$ cat src/rtl/chunked_adder_sub_if.sv
// -----------------------------------------------------------------------------
// chunked_adder_sub_if
// Handshake and data bundle between a controlling FSM and chunked_adder_sub.
//   start  : request, sampled by the adder only when it is idle or done
//   sub    : 0 = a+b, 1 = a-b (sampled with start)
//   a, b   : WIDTH-bit operands (sampled with start)
//   busy   : operation in progress
//   done   : single-cycle completion pulse
//   sum    : registered result, held until the next completion
//   cout   : carry out of the MSB (subtract: 1 = no borrow)
//   ovf    : two's-complement signed overflow
// The master modport belongs to the controller; the slave modport to the adder.
// -----------------------------------------------------------------------------
interface chunked_adder_sub_if #(
  parameter int WIDTH = 8
);
  logic             start;
  logic             sub;
  logic [WIDTH-1:0] a;
  logic [WIDTH-1:0] b;
  logic             busy;
  logic             done;
  logic [WIDTH-1:0] sum;
  logic             cout;
  logic             ovf;

  modport master (
    output start, sub, a, b,
    input  busy, done, sum, cout, ovf
  );

  modport slave (
    input  start, sub, a, b,
    output busy, done, sum, cout, ovf
  );
endinterface

$ cat src/rtl/chunked_adder_sub.sv
// -----------------------------------------------------------------------------
// chunked_adder_sub
// Multi-cycle adder/subtractor. A WIDTH-bit operand pair is processed CHUNK
// bits per clock through a CHUNK-bit ripple stage with a registered carry, so
// an operation takes NCHUNK = WIDTH/CHUNK clocks.
//
// Ports:
//   clk  : clock, rising edge
//   rst  : synchronous active-high reset
//   bus  : chunked_adder_sub_if.slave (start/sub/a/b in, busy/done/sum/cout/ovf out)
//
// Optional build macro ADDER_SATURATE_EN: when defined, a signed-overflowing
// result is clamped to the most positive / most negative value (direction
// taken from A's sign). cout and ovf always report the unsaturated result.
// -----------------------------------------------------------------------------
module chunked_adder_sub #(
  parameter int WIDTH = 8,
  parameter int CHUNK = 1
) (
  input  logic                clk,
  input  logic                rst,
  chunked_adder_sub_if.slave  bus
);

  localparam int NCHUNK = WIDTH / CHUNK;
  localparam int IDX_W  = (NCHUNK > 1) ? $clog2(NCHUNK) : 1;

  typedef enum logic [1:0] {IDLE, RUN, DONE} state_t;

  state_t             state_q, state_d;
  logic [WIDTH-1:0]   a_q, a_d;
  logic [WIDTH-1:0]   b_q, b_d;       // operand B, already inverted for subtract
  logic               carry_q, carry_d;
  logic [IDX_W-1:0]   idx_q, idx_d;
  logic [WIDTH-1:0]   res_q, res_d;
  logic               busy_q, busy_d;
  logic               done_q, done_d;
  logic [WIDTH-1:0]   sum_q, sum_d;
  logic               cout_q, cout_d;
  logic               ovf_q, ovf_d;

  logic [CHUNK-1:0]   a_chunk;
  logic [CHUNK-1:0]   b_chunk;
  logic [CHUNK:0]     chunk_sum;
  logic [WIDTH-1:0]   res_next;
  logic               ovf_calc;

`ifdef ADDER_SATURATE_EN
  function automatic logic [WIDTH-1:0] saturate(input logic [WIDTH-1:0] wrapped,
                                                input logic             a_msb,
                                                input logic             ovf);
    if (!ovf) return wrapped;
    return a_msb ? {1'b1, {(WIDTH-1){1'b0}}} : {1'b0, {(WIDTH-1){1'b1}}};
  endfunction
`endif

  always_comb begin
    // Select the active chunk of each operand.
    a_chunk = '0;
    b_chunk = '0;
    for (int i = 0; i < NCHUNK; i++) begin
      if (idx_q == IDX_W'(i)) begin
        a_chunk = a_q[i*CHUNK +: CHUNK];
        b_chunk = b_q[i*CHUNK +: CHUNK];
      end
    end

    chunk_sum = {1'b0, a_chunk} + {1'b0, b_chunk} + {{CHUNK{1'b0}}, carry_q};

    // Result register with the freshly computed chunk merged in; on the last
    // chunk this is the complete result, used directly for the outputs.
    res_next = res_q;
    for (int i = 0; i < NCHUNK; i++) begin
      if (idx_q == IDX_W'(i)) res_next[i*CHUNK +: CHUNK] = chunk_sum[CHUNK-1:0];
    end

    ovf_calc = (a_q[WIDTH-1] == b_q[WIDTH-1]) && (res_next[WIDTH-1] != a_q[WIDTH-1]);

    state_d = state_q;
    a_d     = a_q;
    b_d     = b_q;
    carry_d = carry_q;
    idx_d   = idx_q;
    res_d   = res_q;
    busy_d  = busy_q;
    done_d  = 1'b0;
    sum_d   = sum_q;
    cout_d  = cout_q;
    ovf_d   = ovf_q;

    case (state_q)
      IDLE, DONE: begin
        if (bus.start) begin
          // Subtract as A + ~B + 1: invert B here, seed the carry with sub.
          state_d = RUN;
          a_d     = bus.a;
          b_d     = bus.b ^ {WIDTH{bus.sub}};
          carry_d = bus.sub;
          idx_d   = '0;
          busy_d  = 1'b1;
        end else begin
          state_d = IDLE;
        end
      end
      RUN: begin
        res_d   = res_next;
        carry_d = chunk_sum[CHUNK];
        idx_d   = idx_q + IDX_W'(1);
        if (idx_q == IDX_W'(NCHUNK-1)) begin
          state_d = DONE;
          busy_d  = 1'b0;
          done_d  = 1'b1;
          cout_d  = chunk_sum[CHUNK];
          ovf_d   = ovf_calc;
`ifdef ADDER_SATURATE_EN
          sum_d   = saturate(res_next, a_q[WIDTH-1], ovf_calc);
`else
          sum_d   = res_next;
`endif
        end
      end
      default: state_d = IDLE;
    endcase
  end

  always_ff @(posedge clk) begin
    if (rst) begin
      state_q <= IDLE;
      a_q     <= '0;
      b_q     <= '0;
      carry_q <= 1'b0;
      idx_q   <= '0;
      res_q   <= '0;
      busy_q  <= 1'b0;
      done_q  <= 1'b0;
      sum_q   <= '0;
      cout_q  <= 1'b0;
      ovf_q   <= 1'b0;
    end else begin
      state_q <= state_d;
      a_q     <= a_d;
      b_q     <= b_d;
      carry_q <= carry_d;
      idx_q   <= idx_d;
      res_q   <= res_d;
      busy_q  <= busy_d;
      done_q  <= done_d;
      sum_q   <= sum_d;
      cout_q  <= cout_d;
      ovf_q   <= ovf_d;
    end
  end

  assign bus.busy = busy_q;
  assign bus.done = done_q;
  assign bus.sum  = sum_q;
  assign bus.cout = cout_q;
  assign bus.ovf  = ovf_q;

endmodule

$ cat src/flat_wrapper.sv
// flat-port wrapper written by rule: the top's interface ports become plain ports
module chunked_adder_sub_flat 
#(
  parameter int WIDTH = 8,
  parameter int CHUNK = 1
)
  (clk, rst, bus_start, bus_sub, bus_a, bus_b, bus_busy, bus_done, bus_sum, bus_cout, bus_ovf);
  chunked_adder_sub_if #(.WIDTH(WIDTH)) bus_i ();
  input  logic clk;
  input  logic rst;
  input wire logic [$bits(bus_i.start)-1:0] bus_start;
  input wire logic [$bits(bus_i.sub)-1:0] bus_sub;
  input wire logic [$bits(bus_i.a)-1:0] bus_a;
  input wire logic [$bits(bus_i.b)-1:0] bus_b;
  output wire logic [$bits(bus_i.busy)-1:0] bus_busy;
  output wire logic [$bits(bus_i.done)-1:0] bus_done;
  output wire logic [$bits(bus_i.sum)-1:0] bus_sum;
  output wire logic [$bits(bus_i.cout)-1:0] bus_cout;
  output wire logic [$bits(bus_i.ovf)-1:0] bus_ovf;
  assign bus_i.start = bus_start;
  assign bus_i.sub = bus_sub;
  assign bus_i.a = bus_a;
  assign bus_i.b = bus_b;
  assign bus_busy = bus_i.busy;
  assign bus_done = bus_i.done;
  assign bus_sum = bus_i.sum;
  assign bus_cout = bus_i.cout;
  assign bus_ovf = bus_i.ovf;
  chunked_adder_sub #(.WIDTH(WIDTH), .CHUNK(CHUNK)) u_core (.clk(clk), .rst(rst), .bus(bus_i));
endmodule
$ cat config.mk
export PLATFORM = sky130hd
export DESIGN_NAME = chunked_adder_sub_flat
export DESIGN_NICKNAME = d
export VERILOG_FILES = /design/src/rtl/chunked_adder_sub_if.sv /design/src/rtl/chunked_adder_sub.sv /design/src/flat_wrapper.sv
export SDC_FILE = /design/constraint.sdc
export NUM_CORES = 1
export LEC_CHECK = 0
export BUFFER_PORTS_ARGS = -buffer_cell sky130_fd_sc_hd__buf_2
export CAP_MARGIN = 20
export CORE_MARGIN = 2
export CORE_UTILIZATION = 29
export DETAILED_ROUTE_END_ITERATION = 10
export GPL_ROUTABILITY_DRIVEN = 0
export PLACE_DENSITY = 0.54
export SYNTH_ARGS = -nofsm -noshare
export SYNTH_HDL_FRONTEND = slang
export SYNTH_SLANG_ARGS = --single-unit
$ cat constraint.sdc
create_clock -name clk -period 5.6 [get_ports clk]
set_input_delay 0.56 -clock clk [delete_from_list [all_inputs] [get_ports clk]]
set_output_delay 0.56 -clock clk [all_outputs]
set_load 0.005 [all_outputs]
==> results by group, run 1 <==
Run status
  • Status: finished, final reports clean

Clocking
  • Max Root-Sink Buffers: 2
  • Worst-Skew Late Latency: 290 ps
  • Post-CTS Setup Inserts: 0
  • CTS Buf Count: 5
  • Clock Pin Slew Worst Setup and Hold Paths: 70 ps
  • Sink Count: roughly 40
  • Clk root buf: clkbuf_8
  • H-tree depth: 2
  • CTS tree: yes
  • CTS resizes: 0
  • Post-CTS Hold Buffers: 0

Finish
  • Share of layout cells above drive strength 1: 0.164
  • Final nets: around 280
  • Layout area overhead: 12.3%
  • Filler cell count in the final layout: a little under 700
  • Register area: slightly above 800 sq um
  • ANT cells: 0
  • Final cell count without fillers: 333
  • Multi-input logic area: between 900 and 1000 sq um

Worst hold path
  • Hold crit path type: flip-flop to flip-flop

Power
  • Reg power frac: 0.528
  • Sw frac: 0.268
  • Clock power frac: 0.331
  • Internal: ~0.43 mW
  • Max VDD drop: ~110 uV
  • Leakage: approximately 0.8 nW
  • Logic gate share of total power: 0.141
  • Pwr/cell area: 273 nW/um^2
  • Net load switching power: about 0.16 mW

Setup path
  • Worst setup SP type: flip-flop
  • Worst path required time: around 5800 ps
  • Largest stage delay, worst path: 890 ps
  • Critical-path cell list: inv_1 > ha_1 > nand2_1 > a2bb2oi_1 > a31oi_1 > o31ai_1 > fa_1 > nor2_1 > a211oi_1 > nor3_2
  • Setup CP Type: flip-flop to flip-flop
  • Worst Setup End Kind: flip-flop
  • CP Max Fanout: 16
  • Worst path top cell family by delay: adder cells
  • CP bufs+invs: 1
  • Slowest stage cell, crit path: fa_1
  • CP arrival: about 3200 ps

Detailed routing
  • Drt via density: 4.74
  • Post-route ant nets: 0
  • DRC errors left: 0
  • Routed Wire Length: about 4400 um
  • DR iter-0 viols: just under 70
  • Routed len/inst: 13.1 um
  • DR vias: approximately 1600
  • Pre-Repair DR Iteration Count: 4

Placement
  • Detailed placement HPWL: between 3000 and 4000 um
  • Placed Cells: between 300 and 400
  • Port buffer count: 31

Run
  • Max Cap Viol: 0

STA
  • Period utilisation layout: 0.549
  • Setup TNS: 0 ps
  • Skew final: 2.78 ps
  • Worst-margin pin slew: about 790 ps
  • Final setup fails: 0
  • Slew headroom: 0.472
  • Max frequency: 325 MHz
  • Fin. Hold Viols: 0
  • Min cycle time layout: slightly above 3000 ps
  • RSZ-0062 raised after global routing: false
  • Max-slew violation count: 0

Global routing
  • Vias in the first global route: 1394
  • Grt total ovfl: 0
  • Initial antenna violation count: 0
  • Gr usage total: 0.122
  • Global-route wire length before repair: about 7000 um
  • Largest net degree at the start of global routing: 42

Floorplan
  • Core area: between 6000 and 7000 sq um
  • Die height: 85.7 um
  • Chip Width: between 80 and 90 um
  • Initial Util: 0.303
  • Ports: 32
  • Die ar.: about 7300 sq um
  • # rows: 29

Logic synthesis
  • Post-Syn Area: slightly below 2000 sq um
  • Top FF cell, synth: dfxtp_1
  • Ys async rst share: 0
  • Sequential fraction of the synthesis area: 0.424
  • Synth Instances: 236
  • Synth unique cells: 38
  • Syn Nets: 263
  • Synthesized flop and latch total: slightly above 40
  • EDFF count, synth: 0
  • Synth warn: 0
  • Avg Cell Area, Syn: 8.20 sq um
-- power by group through the flow --
stage	Sequential, mW	Clock [mW]	Combinational [mW]
5_1_grt	0.315	0.215	0.0937
6_report	0.313	0.196	0.0840
2_1_floorplan	0.317	0	0.0673
3_5_place_dp	0.320	0	0.0846
4_1_cts	0.313	0.202	0.0846
3_3_place_gp	0.320	0	0.0842
-- path summary, 6_finish.rpt --
path | startpoint | end | slack [ps] | cells after the start
hold / removal | u_core.a_q[6] | u_core.a_q[6] | 460 | 2
setup reg to reg | u_core.idx_q[2] | u_core.bus.ovf | 2520 | 10
hold reg to reg | u_core.a_q[6] | u_core.a_q[6] | 460 | 2
setup / recovery | u_core.idx_q[2] | u_core.bus.ovf | 2520 | 10
-- layer usage --
layer	routed length [um]	vias up	GRT usage
met4	31	0	0.0433
met1	2220	704	0.170
met5	0	-	0
met3	189	3	0.0289
li1	-	837	-
met2	1930	33	0.183
-- cells in the mapped netlist (all sizes together), types with 4 or more instances --
cell	n	share of area
dfxtp	41	0.42
xnor2	7	0.032
mux2i	5	0.026
buf	13	0.043
nor2	38	0.075
nand3	6	0.016
a31oi	4	0.013
nand2b	4	0.013
o21ai	4	0.010
a211oi	14	0.054
nand2	36	0.071
a21oi	22	0.057
inv	5	0.0097
ha	6	0.039
clkbuf	6	0.012
-- worst register-to-register path, cell delays in order (launching register included) --
cell	delay [ps]
dfxtp_1	610
inv_1	240
ha_1	340
nand2_1	110
a2bb2oi_1	60
a31oi_1	150
o31ai_1	100
fa_1	890
nor2_1	110
a211oi_1	280
nor3_2	60
-- per-stage QoR --
stage | power, mW | util | cell area [sq um] | hold slack [ps] | setup slack [ps]
after floorplan | 0.384 | - | 1940 | 431 | 3140
after global placement | 0.404 | 0.327 | 2090 | 446 | 2660
after detailed placement | 0.405 | 0.327 | 2090 | 454 | 2560
after CTS | 0.600 | 0.340 | 2170 | 467 | 2540
after global routing | 0.624 | 0.340 | 2170 | 476 | 2310
final | 0.594 | 0.340 | 2170 | 461 | 2520
-- sequential cells by signal (all words and copies together) (netlist names), 2 cells and up --
signal / cells
u_core.a_q: 8
u_core.b_q: 8
u_core.bus.sum: 8
u_core.res_q: 7
u_core.idx_q: 3
u_core.state_q: 2
-- final cells by class --
type / instances / area share
timing repair buffer: 32 / 0.0748
sequential: 41 / 0.378
clock buffer: 7 / 0.0397
tap: 77 / 0.0443
multi-input combinational: 171 / 0.455
inverter: 5 / 0.00864
-- placed cells by master, fill, tap and decap left out, types with 5 or more instances in the layout --
cell type	count
inv_1	5
nor2_1	37
a21oi_1	22
clkbuf_8	6
mux2i_1	5
a211oi_1	14
ha_1	6
dfxtp_1	41
nand2_1	35
buf_2	31
nand3_1	6
xnor2_1	7
-- cells by family (layout without fill, tap and decap cells) --
group,count (synthesis),in the layout,synth area share
flip-flops,41,41,0.424
multiplexers,5,5,0.0259
adder cells (fa/ha/maj),7,7,0.0491
buffers and inverters,24,44,0.0653
AO/OA/AOI/OAI,55,55,0.180
XOR/XNOR,8,8,0.0362
AND/OR/NAND/NOR,96,96,0.220
Note: power is estimated with default switching activity, not from simulation.
==> run 2, diff against run 1 <==
Clock period 5.6 ns to 3.02 ns, I/O delays scaled along.
==> run 2 against run 1 <==
Count of clock-buffer cells in the layout unchanged. Sequential power up 86%. Worst hold slack worse by 210 ps. Setup slack worse by 2300 ps. Clock power up 84%. Clock skew up 2.3 ps. First-iteration DRC count up 90%. Flip-flop and latch count unchanged. Sequential share of layout area down 0.43 points. Wire length up 0.89%. Die area unchanged. Critical path type unchanged. Critical endpoint unchanged.
==> results by group, run 2 (same netlist as run 1, synthesis figures left out) <==
Finish
  • Commonest cells after routing, fill and taps aside: dfxtp_1 (41), nor2_1 (37), nand2_1 (35), buf_2 (31), a21oi_1 (22)
  • Commonest non-fill, non-tap cell in the layout: dfxtp_1
  • Layout area overhead: 13.6%
  • Final nets: about 290
  • Post-layout util: 0.344
  • Share of layout cells above drive strength 1: 0.178
  • ANT cells: 0

STA
  • Max frequency: ~360 MHz
  • Slew headroom: 0.467
  • Worst-margin pin slew: 799 ps
  • Final setup fails: 0
  • Skew final: 5.11 ps
  • Setup TNS: 0 ps
  • Min cycle time layout: approximately 2700 ps
  • RSZ-0062 raised after global routing: false
  • Max-slew violation count: 0
  • Fin. Hold Viols: 0
  • Period utilisation layout: 0.910

Global routing
  • Vias in the first global route: between 1500 and 2000
  • Global-route wire length before repair: ~7400 um
  • Grt total ovfl: 0
  • Gr usage total: 0.128
  • Largest net degree at the start of global routing: 42
  • Initial antenna violation count: 0

Detailed routing
  • Drt via density: roughly 4.8
  • DR iter-0 viols: approximately 130
  • Pre-Repair DR Iteration Count: 4
  • Post-route ant nets: 0
  • Routed len/inst: 13.1 um
  • Routed Wire Length: ~4400 um
  • DRC errors left: 0
  • DR vias: about 1600

Worst hold path
  • Hold crit path type: input port to flip-flop

Clocking
  • Max Root-Sink Buffers: 2
  • H-tree depth: 2
  • Sink Count: 41
  • CTS Buf Count: 5
  • Clk root buf: clkbuf_8
  • Clock Pin Slew Worst Setup and Hold Paths: 80 ps
  • Worst-Skew Late Latency: 290 ps
  • CTS tree: yes
  • Post-CTS Hold Buffers: 0

Setup path
  • Largest stage delay, worst path: ~760 ps
  • Setup CP Type: flip-flop to flip-flop
  • CP arrival: 2900 ps
  • Worst setup SP type: flip-flop
  • Slowest stage cell, crit path: fa_2
  • Critical-path cell list: inv_1 > ha_1 > o21ai_0 > a2bb2oi_1 > a31oi_1 > o31ai_1 > fa_2 > nor2_1 > a211oi_1 > nor3_2
  • Worst Setup End Kind: flip-flop
  • Worst path required time: 3170 ps
  • CP Max Fanout: 16

Floorplan
  • Die ar.: roughly 7300 sq um
  • # rows: 29
  • Initial Util: 0.303
  • Core area: between 6000 and 7000 sq um
  • Chip Width: 85.7 um
  • Die height: about 86 um
  • Ports: 32

Power
  • Leakage: 0.837 nW
  • Pwr/cell area: roughly 500 nW/um^2
  • Tot Pwr: 1.10 mW
  • Max VDD drop: roughly 140 uV

Placement
  • Detailed placement HPWL: 3030 um
  • Port buffer count: 31

Run status
  • Status: finished, final reports clean

Run
  • Max Cap Viol: 0
run 2: worst paths after layout:
kind                           to       startpoint  cells after the start  slack [ps]
hold / removal      u_core.a_q[5]         bus_a[5]                      3         250
setup reg to reg   u_core.bus.ovf  u_core.idx_q[0]                     10         270
hold reg to reg   u_core.bus.cout  u_core.bus.cout                      2         460
setup / recovery   u_core.bus.ovf  u_core.idx_q[0]                     10         270
run 2: per-layer routing:
| metal | vias to the layer above | GRT usage | wire, um |
|---|---|---|---|
| li1 | 844 | - | - |
| met1 | 726 | 0.171 | 2190 |
| met2 | 35 | 0.195 | 1910 |
| met3 | 5 | 0.0423 | 253 |
| met4 | 0 | 0.0390 | 53 |
| met5 | - | 0 | 0 |
run 2: metrics by stage:
step                cells  hold slack [ps]  setup slack [ps]  area (sq um)
global route          336              251              29.4          2200
floorplan             236              431               558          1940
global placement      329              443               194          2110
detailed placement    329              453               128          2110
finish                336              248               272          2200
CTS                   336              239               118          2200
run 2: what timing repair did:
action / in CTS / in global routing
endpoints found under the hold margin: 0 / 0
gates resized for setup: 0 / 1
setup endpoints to repair: 0 / 9
setup buffers: 0 / 0
run 2: area by class of cell:
cell class	instances	area [sq um]
Timing Repair Buffer	35	185
Tap cell	77	96.3
Multi-Input combinational cell	171	991
Clock buffer	7	86.3
Inverter	5	18.8
Fill cell	691	4190
Sequential cell	41	821
run 2: report_power, final:
group	total, mW	internal, mW	switching, mW
clock network	0.360	0.181	0.179
logic	0.160	0.0632	0.0964
registers	0.581	0.565	0.0168
run 2: worst max-delay path, delay by kind of cell (launching register included):
kind | cells | cell delay [ps]
flops | 1 | 400
fa+ha+maj | 2 | 1070
compound gates | 5 | 920
buf+inv | 1 | 90
simple gates | 2 | 150
==> run 3, diff against run 2 <==
Settings changed: SETUP_SLACK_MARGIN set to 0.5.
Clock period 3.02 ns to 3 ns, I/O delays scaled along.
==> run 3 against run 2 <==
Flip-flop and latch count stayed put. Wire length is 4.9% higher. Worst hold slack worse by 11 ps. Sequential power is 0.9% higher. Core utilization is 3.3 points higher. Critical path type unchanged.
==> results by group, run 3 (same netlist as run 1, synthesis figures left out) <==
Global routing
  • Global-route wire length before repair: 7560 um
  • Vias in the first global route: around 1600
  • Initial antenna violation count: 0
  • Grt total ovfl: 0
  • Most Used Layer, Global Route: met2
  • Met1 usage: 0.172
  • Grt met3 use: 0.0385
  • Largest net degree at the start of global routing: between 40 and 50
  • Met2 global-route usage: 0.197
  • Gr usage total: 0.129

Worst hold path
  • WHS Path Cells: 3
  • Hold crit path type: input port to flip-flop

STA
  • Slew headroom: 0.458
  • Setup TNS: 0 ps
  • Final setup fails: 0
  • Min cycle time layout: about 2500 ps
  • Skew final: 4.41 ps
  • Worst-margin pin slew: slightly above 800 ps
  • Max frequency: roughly 400 MHz
  • Period utilisation layout: 0.822
  • Fin. Hold Viols: 0
  • RSZ-0062 raised after global routing: true
  • Max-slew violation count: 0

Setup path
  • Critical-path cell list: inv_4 > ha_4 > nand3b_1 > a2bb2oi_2 > a31oi_2 > o31ai_2 > fa_2 > buf_6 > nand3_2 > a311oi_1
  • CP bufs+invs: 2
  • CP Depth: 10
  • Worst path top cell family by delay: adder cells
  • Reg2reg path depth: 10
  • Worst Setup End Kind: flip-flop
  • Worst setup SP type: flip-flop
  • Setup CP Type: flip-flop to flip-flop
  • CP arrival: 2670 ps
  • Slowest stage cell, crit path: fa_2
  • Worst path required time: ~3200 ps
  • Largest stage delay, worst path: ~610 ps
  • CP Max Fanout: 7

Clocking
  • Clk root buf: clkbuf_8
  • Sink Count: 41
  • Post-CTS Hold Buffers: 0
  • Clock Pin Slew Worst Setup and Hold Paths: approximately 80 ps
  • Worst-Skew Late Latency: roughly 300 ps
  • H-tree depth: 2
  • CTS Buf Count: 5
  • CTS tree: yes
  • Max Root-Sink Buffers: 2

Finish
  • Design area: roughly 2400 sq um
  • ANT cells: 0
  • Commonest non-fill, non-tap cell in the layout: dfxtp_1
  • Share of layout cells above drive strength 1: 0.279
  • Commonest cells after routing, fill and taps aside: dfxtp_1 (38), nor2_1 (36), nand2_1 (35), buf_2 (31), a21oi_1 (22)
  • Layout area overhead: 24.3%
  • Final cell count without fillers: between 300 and 400
  • Filler cell count in the final layout: between 600 and 700
  • Final nets: between 200 and 300

Power
  • Leakage: approximately 0.89 nW
  • Pwr/cell area: 510 nW/um^2
  • Max VDD drop: around 210 uV

Detailed routing
  • Drt via density: between 4 and 5
  • Pre-Repair DR Iteration Count: 4
  • DR vias: 1665
  • Routed Wire Length: between 4000 and 5000 um
  • Routed len/inst: 13.5 um
  • Post-route ant nets: 0
  • DRC errors left: 0
  • DR iter-0 viols: between 100 and 150

Placement
  • Port buffer count: 31
  • Post-DP Area: 2120 sq um
  • Detailed placement HPWL: between 3000 and 4000 um
  • Placed Cells: 330

Floorplan
  • Core area: about 6400 sq um
  • Die height: between 80 and 90 um
  • # rows: 29
  • Initial Util: 0.303
  • Die ar.: about 7300 sq um
  • Ports: 32
  • Chip Width: 85.7 um

Run status
  • Status: finished, final reports clean

Run
  • Max Cap Viol: 0
run 3: cell types whose count changed in the layout (fill, tap and decap cells not counted), moves of 3 or more:
cell / before / now
ha_1: 6 / 0
buf_4: 4 / 9
ha_4: 0 / 5
dfxtp_1: 41 / 38
dfxtp_4: 0 / 3
o21ai_0: 4 / 1
run 3: layout make-up:
| class | instances | area [sq um] | share of cell area |
|---|---|---|---|
| Tap cell | 77 | 96.3 | 0.0400 |
| Clock buffer | 5 | 68.8 | 0.0286 |
| Sequential cell | 41 | 832 | 0.346 |
| Clock inverter | 2 | 35.0 | 0.0146 |
| Timing Repair Buffer | 41 | 234 | 0.0972 |
| Inverter | 5 | 23.8 | 0.00988 |
| Multi-Input combinational cell | 171 | 1120 | 0.464 |
run 3: tightest hold or removal path, cell delays in order:
cell and delay (ps):
buf_2 100, nand2_1 50, a21oi_1 50
run 3: final timing paths:
path | startpoint | to | slack (ps)
worst max-delay path | u_core.idx_q[1] | u_core.bus.sum[5] | 540
worst min-delay path | bus_a[6] | u_core.a_q[6] | 240
worst min register to register | u_core.res_q[0] | u_core.res_q[0] | 460
worst max register to register | u_core.idx_q[1] | u_core.bus.sum[5] | 540
run 3: per-layer routing:
layer,part of all wire,vias up
li1,-,858
met1,0.48,763
met4,0.013,0
met2,0.46,39
met3,0.046,5
met5,0,-
run 3: metrics by stage:
step,util,setup WS [ps],power (mW),hold WS [ps]
after floorplan,-,538,0.718,431
after global placement,0.332,176,0.755,442
after detailed placement,0.332,79.9,0.757,448
after CTS,0.359,501,1.22,241
after global routing,0.377,414,1.28,250
final,0.377,535,1.23,237
run 3: what timing repair did:
item | CTS | global route
endpoints found under the setup margin | 16 | 16
cloned | 0 | 0
pin swaps | 2 | 6
gates resized for setup | 14 | 25
setup buffers | 4 | 1
run 3: power breakdown:
group | internal, mW | switching, mW | total [mW] | leakage (nW)
Combinational | 0.0906 | 0.114 | 0.205 | 0.502
Sequential | 0.567 | 0.0193 | 0.586 | 0.337
Clock | 0.242 | 0.194 | 0.436 | 0.0540
Total | 0.899 | 0.328 | 1.23 | 0.893
